`config.mk`:
```
export PLATFORM = sky130hd
export DESIGN_NAME = mod_square_gen
export DESIGN_NICKNAME = d
export VERILOG_FILES = /design/src/rtl/mod_square_gen.sv
export SDC_FILE = /design/constraint.sdc
export NUM_CORES = 1
export LEC_CHECK = 0
export BUFFER_PORTS_ARGS = -buffer_cell sky130_fd_sc_hd__buf_4
export CORE_ASPECT_RATIO = 0.5
export CORE_MARGIN = 4
export CORE_UTILIZATION = 54
export DETAILED_ROUTE_END_ITERATION = 8
export PLACE_DENSITY_LB_ADDON = 0.08
export SETUP_SLACK_MARGIN = 0.02
export SYNTH_ARGS = -nofsm -noshare
export SYNTH_HDL_FRONTEND = slang
export SYNTH_SLANG_ARGS = --single-unit
```
`constraint.sdc`:
```
create_clock -name i_clk -period 6.3 [get_ports i_clk]
set_input_delay 0.315 -clock i_clk [delete_from_list [all_inputs] [get_ports i_clk]]
set_output_delay 0.315 -clock i_clk [all_outputs]
set_load 0.01 [all_outputs]
```
`src/rtl/mod_square_gen.sv`:
```
`default_nettype none
// ============================================================================
// Module   : mod_square_gen
// Purpose  : Square-wave modulation generator for a DAC. It alternates between
//            a high half and a low half of programmable length, emits a
//            status level and a one-clock trigger at every half boundary for
//            a downstream demodulator, and optionally adds a slow phase ramp
//            on top of the square levels.
//
// Ports    : i_clk          - single clock for all logic
//            i_rst_n        - synchronous active-low reset
//            i_en           - modulation run enable
//            i_half_period  - half-period length in clocks (values < 2 act as 2)
//            i_amp_h        - signed DAC level for the high half
//            i_amp_l        - signed DAC level for the low half
//            i_step         - ramp phase increment applied once per full period
//            o_mod          - registered signed DAC modulation code
//            o_status       - high during the high half
//            o_trig         - one-clock pulse on every half boundary
//            o_ramp         - 32-bit ramp phase accumulator (2^32 == 2 pi)
//
// Build    : define MOD_RAMP_EN to compile in the phase ramp. Without it
//            o_ramp is tied to 0, i_step is ignored and o_mod carries the
//            plain square levels.
//
// Revision : 1.0 - initial release
// ============================================================================
module mod_square_gen #(
    parameter int DAC_W = 16,
    parameter int CNT_W = 32
) (
    input  logic                    i_clk,
    input  logic                    i_rst_n,
    input  logic                    i_en,
    input  logic [CNT_W-1:0]        i_half_period,
    input  logic signed [DAC_W-1:0] i_amp_h,
    input  logic signed [DAC_W-1:0] i_amp_l,
    input  logic signed [31:0]      i_step,
    output logic signed [DAC_W-1:0] o_mod,
    output logic                    o_status,
    output logic                    o_trig,
    output logic [31:0]             o_ramp
);

    // ------------------------------------------------------------------------
    // Constants
    // ------------------------------------------------------------------------
    localparam logic [CNT_W-1:0] c_HP_MIN = CNT_W'(2);
    localparam logic [CNT_W-1:0] c_ONE    = CNT_W'(1);

    // ------------------------------------------------------------------------
    // State encoding
    // ------------------------------------------------------------------------
    typedef enum logic [1:0] {
        IDLE = 2'd0,
        HIGH = 2'd1,
        LOW  = 2'd2
    } state_t;

    // ------------------------------------------------------------------------
    // Registers and their next-state values
    // ------------------------------------------------------------------------
    state_t                  r_state;
    logic [CNT_W-1:0]        r_cnt;
    logic [CNT_W-1:0]        r_hp;       // shadow half-period for this period
    logic signed [DAC_W-1:0] r_mod;
    logic                    r_status;
    logic                    r_trig;

    state_t                  w_state_nxt;
    logic [CNT_W-1:0]        w_cnt_nxt;
    logic [CNT_W-1:0]        w_hp_nxt;
    logic signed [DAC_W-1:0] w_mod_nxt;
    logic                    w_status_nxt;
    logic                    w_trig_nxt;

    // Level to load on entry to each half (ramp already folded in if enabled)
    logic signed [DAC_W-1:0] w_mod_h;
    logic signed [DAC_W-1:0] w_mod_l;

    logic [CNT_W-1:0]        w_hp_in;
    logic                    w_last;

    // A half-period shorter than 2 clocks would make the trigger and status
    // indistinguishable, so the requested length is clamped up to 2.
    assign w_hp_in = (i_half_period < c_HP_MIN) ? c_HP_MIN : i_half_period;

    // Final clock of the current half.
    assign w_last  = (r_cnt == (r_hp - c_ONE));

`ifdef MOD_RAMP_EN
    // ------------------------------------------------------------------------
    // Phase ramp
    // ------------------------------------------------------------------------
    logic [31:0] r_ramp;
    logic [31:0] w_ramp_add;
    logic [31:0] w_ramp_hi;
    logic        w_ramp_adv;

    // Signed add of two DAC_W-bit values with clipping to the DAC range.
    function automatic logic signed [DAC_W-1:0] sat_add(
        input logic signed [DAC_W-1:0] a,
        input logic signed [DAC_W-1:0] b
    );
        logic [DAC_W:0] s;
        s = {a[DAC_W-1], a} + {b[DAC_W-1], b};
        // Overflow shows as disagreement between the two top bits of the
        // one-bit-wider sum; the extra MSB holds the true sign.
        if (s[DAC_W] != s[DAC_W-1]) begin
            if (s[DAC_W]) begin
                sat_add = {1'b1, {(DAC_W-1){1'b0}}};
            end else begin
                sat_add = {1'b0, {(DAC_W-1){1'b1}}};
            end
        end else begin
            sat_add = s[DAC_W-1:0];
        end
    endfunction

    // The ramp advances only on a LOW -> HIGH boundary (a full period), not on
    // the first HIGH entry from IDLE, and not when the enable drops.
    assign w_ramp_adv = (r_state == LOW) && i_en && w_last;
    assign w_ramp_add = r_ramp + i_step;

    // The high level is built from the ramp value that becomes visible in the
    // same clock, so o_mod and o_ramp always agree.
    assign w_ramp_hi  = w_ramp_adv ? w_ramp_add : r_ramp;

    assign w_mod_h    = sat_add(i_amp_h, w_ramp_hi[31 -: DAC_W]);
    assign w_mod_l    = sat_add(i_amp_l, r_ramp[31 -: DAC_W]);

    always_ff @(posedge i_clk) begin
        if (!i_rst_n) begin
            r_ramp <= 32'd0;
        end else if (w_ramp_adv) begin
            r_ramp <= w_ramp_add;   // wraps modulo 2^32
        end
    end

    assign o_ramp = r_ramp;
`else
    // ------------------------------------------------------------------------
    // Ramp not built: plain square levels, step input unused.
    // ------------------------------------------------------------------------
    logic w_unused_step;

    assign w_unused_step = ^i_step;
    assign w_mod_h       = i_amp_h;
    assign w_mod_l       = i_amp_l;
    assign o_ramp        = 32'd0;
`endif

    // ------------------------------------------------------------------------
    // Next-state / next-output logic
    // ------------------------------------------------------------------------
    always_comb begin
        w_state_nxt  = r_state;
        w_cnt_nxt    = r_cnt + c_ONE;
        w_hp_nxt     = r_hp;
        w_mod_nxt    = r_mod;
        w_status_nxt = r_status;
        w_trig_nxt   = 1'b0;

        case (r_state)
            IDLE: begin
                w_cnt_nxt    = '0;
                w_mod_nxt    = '0;
                w_status_nxt = 1'b0;
                if (i_en) begin
                    w_state_nxt  = HIGH;
                    w_hp_nxt     = w_hp_in;
                    w_mod_nxt    = w_mod_h;
                    w_status_nxt = 1'b1;
                    w_trig_nxt   = 1'b1;
                end
            end

            HIGH: begin
                // Enable drop wins over a coincident boundary: no trigger.
                if (!i_en) begin
                    w_state_nxt  = IDLE;
                    w_cnt_nxt    = '0;
                    w_mod_nxt    = '0;
                    w_status_nxt = 1'b0;
                end else if (w_last) begin
                    w_state_nxt  = LOW;
                    w_cnt_nxt    = '0;
                    w_mod_nxt    = w_mod_l;
                    w_status_nxt = 1'b0;
                    w_trig_nxt   = 1'b1;
                end
            end

            LOW: begin
                if (!i_en) begin
                    w_state_nxt  = IDLE;
                    w_cnt_nxt    = '0;
                    w_mod_nxt    = '0;
                    w_status_nxt = 1'b0;
                end else if (w_last) begin
                    // Period boundary: the new half-period takes effect here.
                    w_state_nxt  = HIGH;
                    w_cnt_nxt    = '0;
                    w_hp_nxt     = w_hp_in;
                    w_mod_nxt    = w_mod_h;
                    w_status_nxt = 1'b1;
                    w_trig_nxt   = 1'b1;
                end
            end

            default: begin
                w_state_nxt  = IDLE;
                w_cnt_nxt    = '0;
                w_mod_nxt    = '0;
                w_status_nxt = 1'b0;
            end
        endcase
    end

    // ------------------------------------------------------------------------
    // State and output registers
    // ------------------------------------------------------------------------
    always_ff @(posedge i_clk) begin
        if (!i_rst_n) begin
            r_state  <= IDLE;
            r_cnt    <= '0;
            r_hp     <= c_HP_MIN;
            r_mod    <= '0;
            r_status <= 1'b0;
            r_trig   <= 1'b0;
        end else begin
            r_state  <= w_state_nxt;
            r_cnt    <= w_cnt_nxt;
            r_hp     <= w_hp_nxt;
            r_mod    <= w_mod_nxt;
            r_status <= w_status_nxt;
            r_trig   <= w_trig_nxt;
        end
    end

    assign o_mod    = r_mod;
    assign o_status = r_status;
    assign o_trig   = r_trig;

endmodule
`default_nettype wire

```
[Word-level counts from Yosys, hierarchy flattened]
Index checks and enable logic that the tools add are counted.
Storage, ports and cells
  flip-flop bits (word level): 84
  bits of input ports: 99
  word-level logic and storage cells: 53
Cells by class
  add/subtract/negate cells: 2
  $lt $le $gt $ge: 1
  eq/ne operators: 8
  multiplexer cells: 26
  bitwise gates (word level): 3
  reductions and logical operators: 7
Operators by type and width (count)
  two-way mux 32 bit: 4
  two-way mux 16 bit: 5
  one-hot mux 32 bit (2 select lines): 1
  one-hot mux 16 bit (3 select lines): 1
  adder 32 x 1 -> 32 bit, second input constant: 1
  == test 32 bit: 1
  less-than comparator 32 x 2 -> 1 bit, second input constant: 1
  subtractor 32 x 1 -> 32 bit, second input constant: 1
  two-way mux 2 bit: 5
  two-way mux 1 bit: 7
  inequality test 2 bit, second input constant: 3
  inequality test 3 bit, second input constant: 2
  one-hot mux 2 bit (3 select lines): 1
  AND reduction 4 bit: 1
  OR reduction 4 bit: 1
  inverter 1 bit: 3
  one-hot mux 1 bit (3 select lines): 1
  AND reduction 3 bit: 1
  == test 2 x 1 -> 1 bit, second input constant: 1
  == test 2 bit, second input constant: 1
  logical NOT 2 bit: 1
  one-hot mux 1 bit (2 select lines): 1
  AND reduction 2 bit: 1
  nonzero test 2 bit: 1
  OR reduction 2 bit: 1

[Logic depth before layout (Yosys ltp)]
  depth in word-level cells: 5
  depth in mapped cells: 13

[Worst setup path before layout]
OpenSTA, ideal clock, no wires.
  kind: reg-to-reg
  start: register r_hp[0]
  end: register r_hp[9]
  data arrival time: 3.260 ns
  data required time: 6.182 ns
  path slack: 2.921 ns
  cell stages (with the launch flop): 12
  buffers on the path: 1
  path through: dfxtp_1 > inv_1 > ha_1 > or4b_1 > nor4_1 > a211oi_1 > a211o_1 > a211o_1 > or4_4 > o41ai_4 > buf_6 > o21ai_1
On the way
  word-level cells in the longest chain between the ends: 4
RTL lines
  from (decl): line 65  | logic [CNT_W-1:0] r_hp;
  from (signal assigned): line 227  | r_hp <= c_HP_MIN;
  from (signal assigned): line 234  | r_hp <= w_hp_nxt;
  subtractor 32 x 1 -> 32 bit: line 89  | assign w_last = (r_cnt == (r_hp - c_ONE));
  == test 32 bit: line 89
  inequality test 2 bit (no line)
  AND reduction 4 bit (no line)
No other way between the ends.
A chain may end at the register's enable or synchronous reset.

[Final worst setup path]
  start: register r_hp[7]
  end: register r_cnt[23]
On the way
  word-level cells in the longest chain between the ends: 3
RTL lines
  subtractor 32 x 1 -> 32 bit: line 89
  == test 32 bit: line 89
  OR reduction 4 bit (no line)
  to (signal assigned): line 233  | r_cnt <= w_cnt_nxt;
  to (decl): line 64  | logic [CNT_W-1:0] r_cnt;
No other way between the ends.

==> flow_summary.toml <==
[floorplanning]
num_io_pins = 149
die-width_um = 147
die_h_um = 77.3
die_area_um2 = 11300
fp.coreArea_um2 = 9010
rows = 24
start_util_pct = 57.5

[yosys]
yosysMostFrequentCell = "dfxtp_1"
synthAdderAreaFrac_pct = 1.45
syn_inst = 622
yosys_warnings = 0
synth_top_family_by_area = "simple AND/OR/NAND/NOR gates"
synthXorXnorAreaFrac_pct = 10.8
synth_top_area_share_pct = 32.5
synth_area_um2 = 5180
synth_edf_count = 0
yosysTopAreaCell = "dfxtp_1"
ys_dominant_reg_cell = "dfxtp_1"
synth-seq-area-share_pct = 32.5
synth_compound_area_share_pct = 18.2
postSynth.asyncResetShare_pct = 0
muxShareOfSynthArea_pct = 1.96
synthTopCellsByArea = "dfxtp_1 32%, xor2_1 5.9%, nand3_1 5.0%, xnor2_1 4.9%, o21ai_2 4.7%"
synth_cell_types = 66
syn_avg_cell_area_um2 = 8.33
ys_ff_latch = 84
synthSimpleGateAreaFrac_pct = 25.7
synth_common_cells = "84 x dfxtp_1, 57 x nand2_1, 53 x nor2_1, 52 x nand3_1, 35 x xor2_1"

[clocking]
cts_resized = 0
h-tree-depth = 3
cts_tree = "done"
numCtsBuffers = 9
clock-sinks = 84
ctsLongestPathBuffers = 2
cts_setup_buffers = 0
insertion_delay_ns = 0.34
path_clk_slew_ns = 0.06
clockRootBuffer = "clkbuf_16"
cts_hold_buf = 0

[setup_path]
r2r_cells = 10
startpoint = "r_hp[7]"
cp-endpoint = "r_cnt[23]"
critPathMaxFanout = 36
crit_arrival_ns = 4.55
critical_path_required_ns = 6.52
rrSetupSlack_ns = 1.97
startpoint_type = "register"
r2r_start = "r_hp[7]"
path_class = "reg2reg"
crit_path_end_kind = "register"
r2r-end = "r_cnt[23]"

[global_routing]
grt_pass1_vias = 4146
antenna_found_initial = 0
grt_overflow_total = 0
grt_usage_pct = 22.2
grt_max_degree = 88
grt_pass1_wl_um = 20600

[pwr]
leakage_uw = 0.00240
combPwrFrac_pct = 21.4
p_seq_share_pct = 39.4
p_int_uw = 1110
p_per_area_nw_per_um2 = 261
p_sw_uw = 460
vdd_ir_drop_max_v = 0.000144
power.total_uw = 1570
clockPowerShare_pct = 39.2
swShare_pct = 29.3

[timing]
relSlewSlack_pct = 20.4
period_minus_slack_ns = 4.33
hold_viol = 0
clock.fmax_ghz = 0.231
post-route-period-util_pct = 68.8
setup_ws_ns = 1.97
finalSetupViolations = 0
setup_tns_ns = 0
rsz0062_at_grt = "false"
fin_worst_skew_ns = 0.00680
drv_slew = 0
worst_pin_slew_ns = 1.19

[detailed_routing]
num_vias = 4569
detail-route-antenna-nets = 0
postRouteWirelength_um = 12500
met1_length_um = 6030
dr.first_iter.drc_count = 279
wl_per_cell_um = 15.6
via_per_inst = 5.70
dr.pass1.iters = 5
route.met3.wl_um = 1230
remaining_drc_errors = 0
route.met2.wl_um = 5060
highest_layer = "met4"

[placement]
pre_cts_slack_ns = 2.01
place_congestion = 0.857
placedInstanceArea_um2 = 5670
dp.cells = 785
dp_hpwl_um = 9230
io_buffers = 84

[finish]
drive_gt1_share_pct = 21.9
layout.nets = 784
fill_cells = 782
area_growth_pct = 16.0
stdcell_area_um2 = 6010
diodes = 0
multi_input_area_um2 = 3140
seq_area_um2 = 1680
layout.cells.non_filler = 801

[job]
maxCapViolCount = 0

[hold_path]
hp-class = "in2reg"
hold_path_startpoint = "i_half_period[28]"

[outcome]
outcome = "finished, final reports clean"
==> registers in the layout, indices dropped and copies added, names as in the netlist <==
register,cells
r_cnt,32
r_hp,32
o_mod,16
r_state,2
o_status,1
o_trig,1
==> critical path, stage by stage, from the launching register on <==
cell	delay (ns)
dfxtp_1	0.38
nor4_4	0.54
nand4_2	0.24
or2_1	0.34
a2111oi_2	0.38
o211ai_1	0.14
or4_4	0.59
nor3_4	0.90
nand4b_1	0.21
buf_4	0.34
nor2_1	0.11
==> cell usage in the layout, fill, tap and decap left out, types with 6 or more instances in the layout <==
master and count:
a21oi_1 10, a22oi_1 16, and3_1 9, buf_4 87
clkbuf_16 9, conb_1 32, dfxtp_1 84, ha_1 6
inv_1 11, mux2i_1 9, nand2_1 57, nand3_1 52
nand4_1 15, nor2_1 53, nor3_1 8, nor4_1 17
o21ai_0 21, o21ai_2 29, o311a_1 16, xnor2_1 29
xor2_1 35
==> cells by family after synthesis <==
group,count (synthesis)
buf+inv,83
other cells,1
flops,84
compound gates,121
xor+xnor,64
mux,10
fa+ha+maj,6
simple gates,253
==> per-layer routing <==
metal	up-vias	GRT usage (%)
met2	166	32.3
met4	0	5.07
met5	-	0
met1	2101	32.0
li1	2289	-
met3	13	7.07
==> layout make-up <==
type / instances / area share, %
clock buffers: 9 / 3.75
clock inverters: 7 / 2.02
inverters: 11 / 0.687
multi-input cells: 486 / 52.3
flip-flops and latches: 84 / 28.0
well taps: 117 / 2.43
repair buffers: 87 / 10.9
==> stage by stage <==
step	hold WS, ns	utilization, %
finish	0.195	66.7
CTS	0.191	66.7
global route	0.198	66.7
floorplan	0.436	-
global placement	0.460	62.9
detailed placement	0.478	62.9
==> power groups by stage <==
stage / Combinational [µW] / Sequential (µW) / Clock [µW]
after floorplan: 255 / 616 / 0
after global placement: 328 / 625 / 0
after detailed placement: 333 / 627 / 0
after CTS: 334 / 616 / 622
after global routing: 372 / 623 / 647
final: 336 / 617 / 614
==> how the worst min path moves through the flow <==
stage	end	cells after the start
finish	r_hp[28]	3
global route	r_hp[0]	3
CTS	r_hp[28]	3
detailed placement	o_status	2
global placement	o_status	2
floorplan	r_hp[28]	2
No activity file was read; power rests on OpenSTA's default activity.
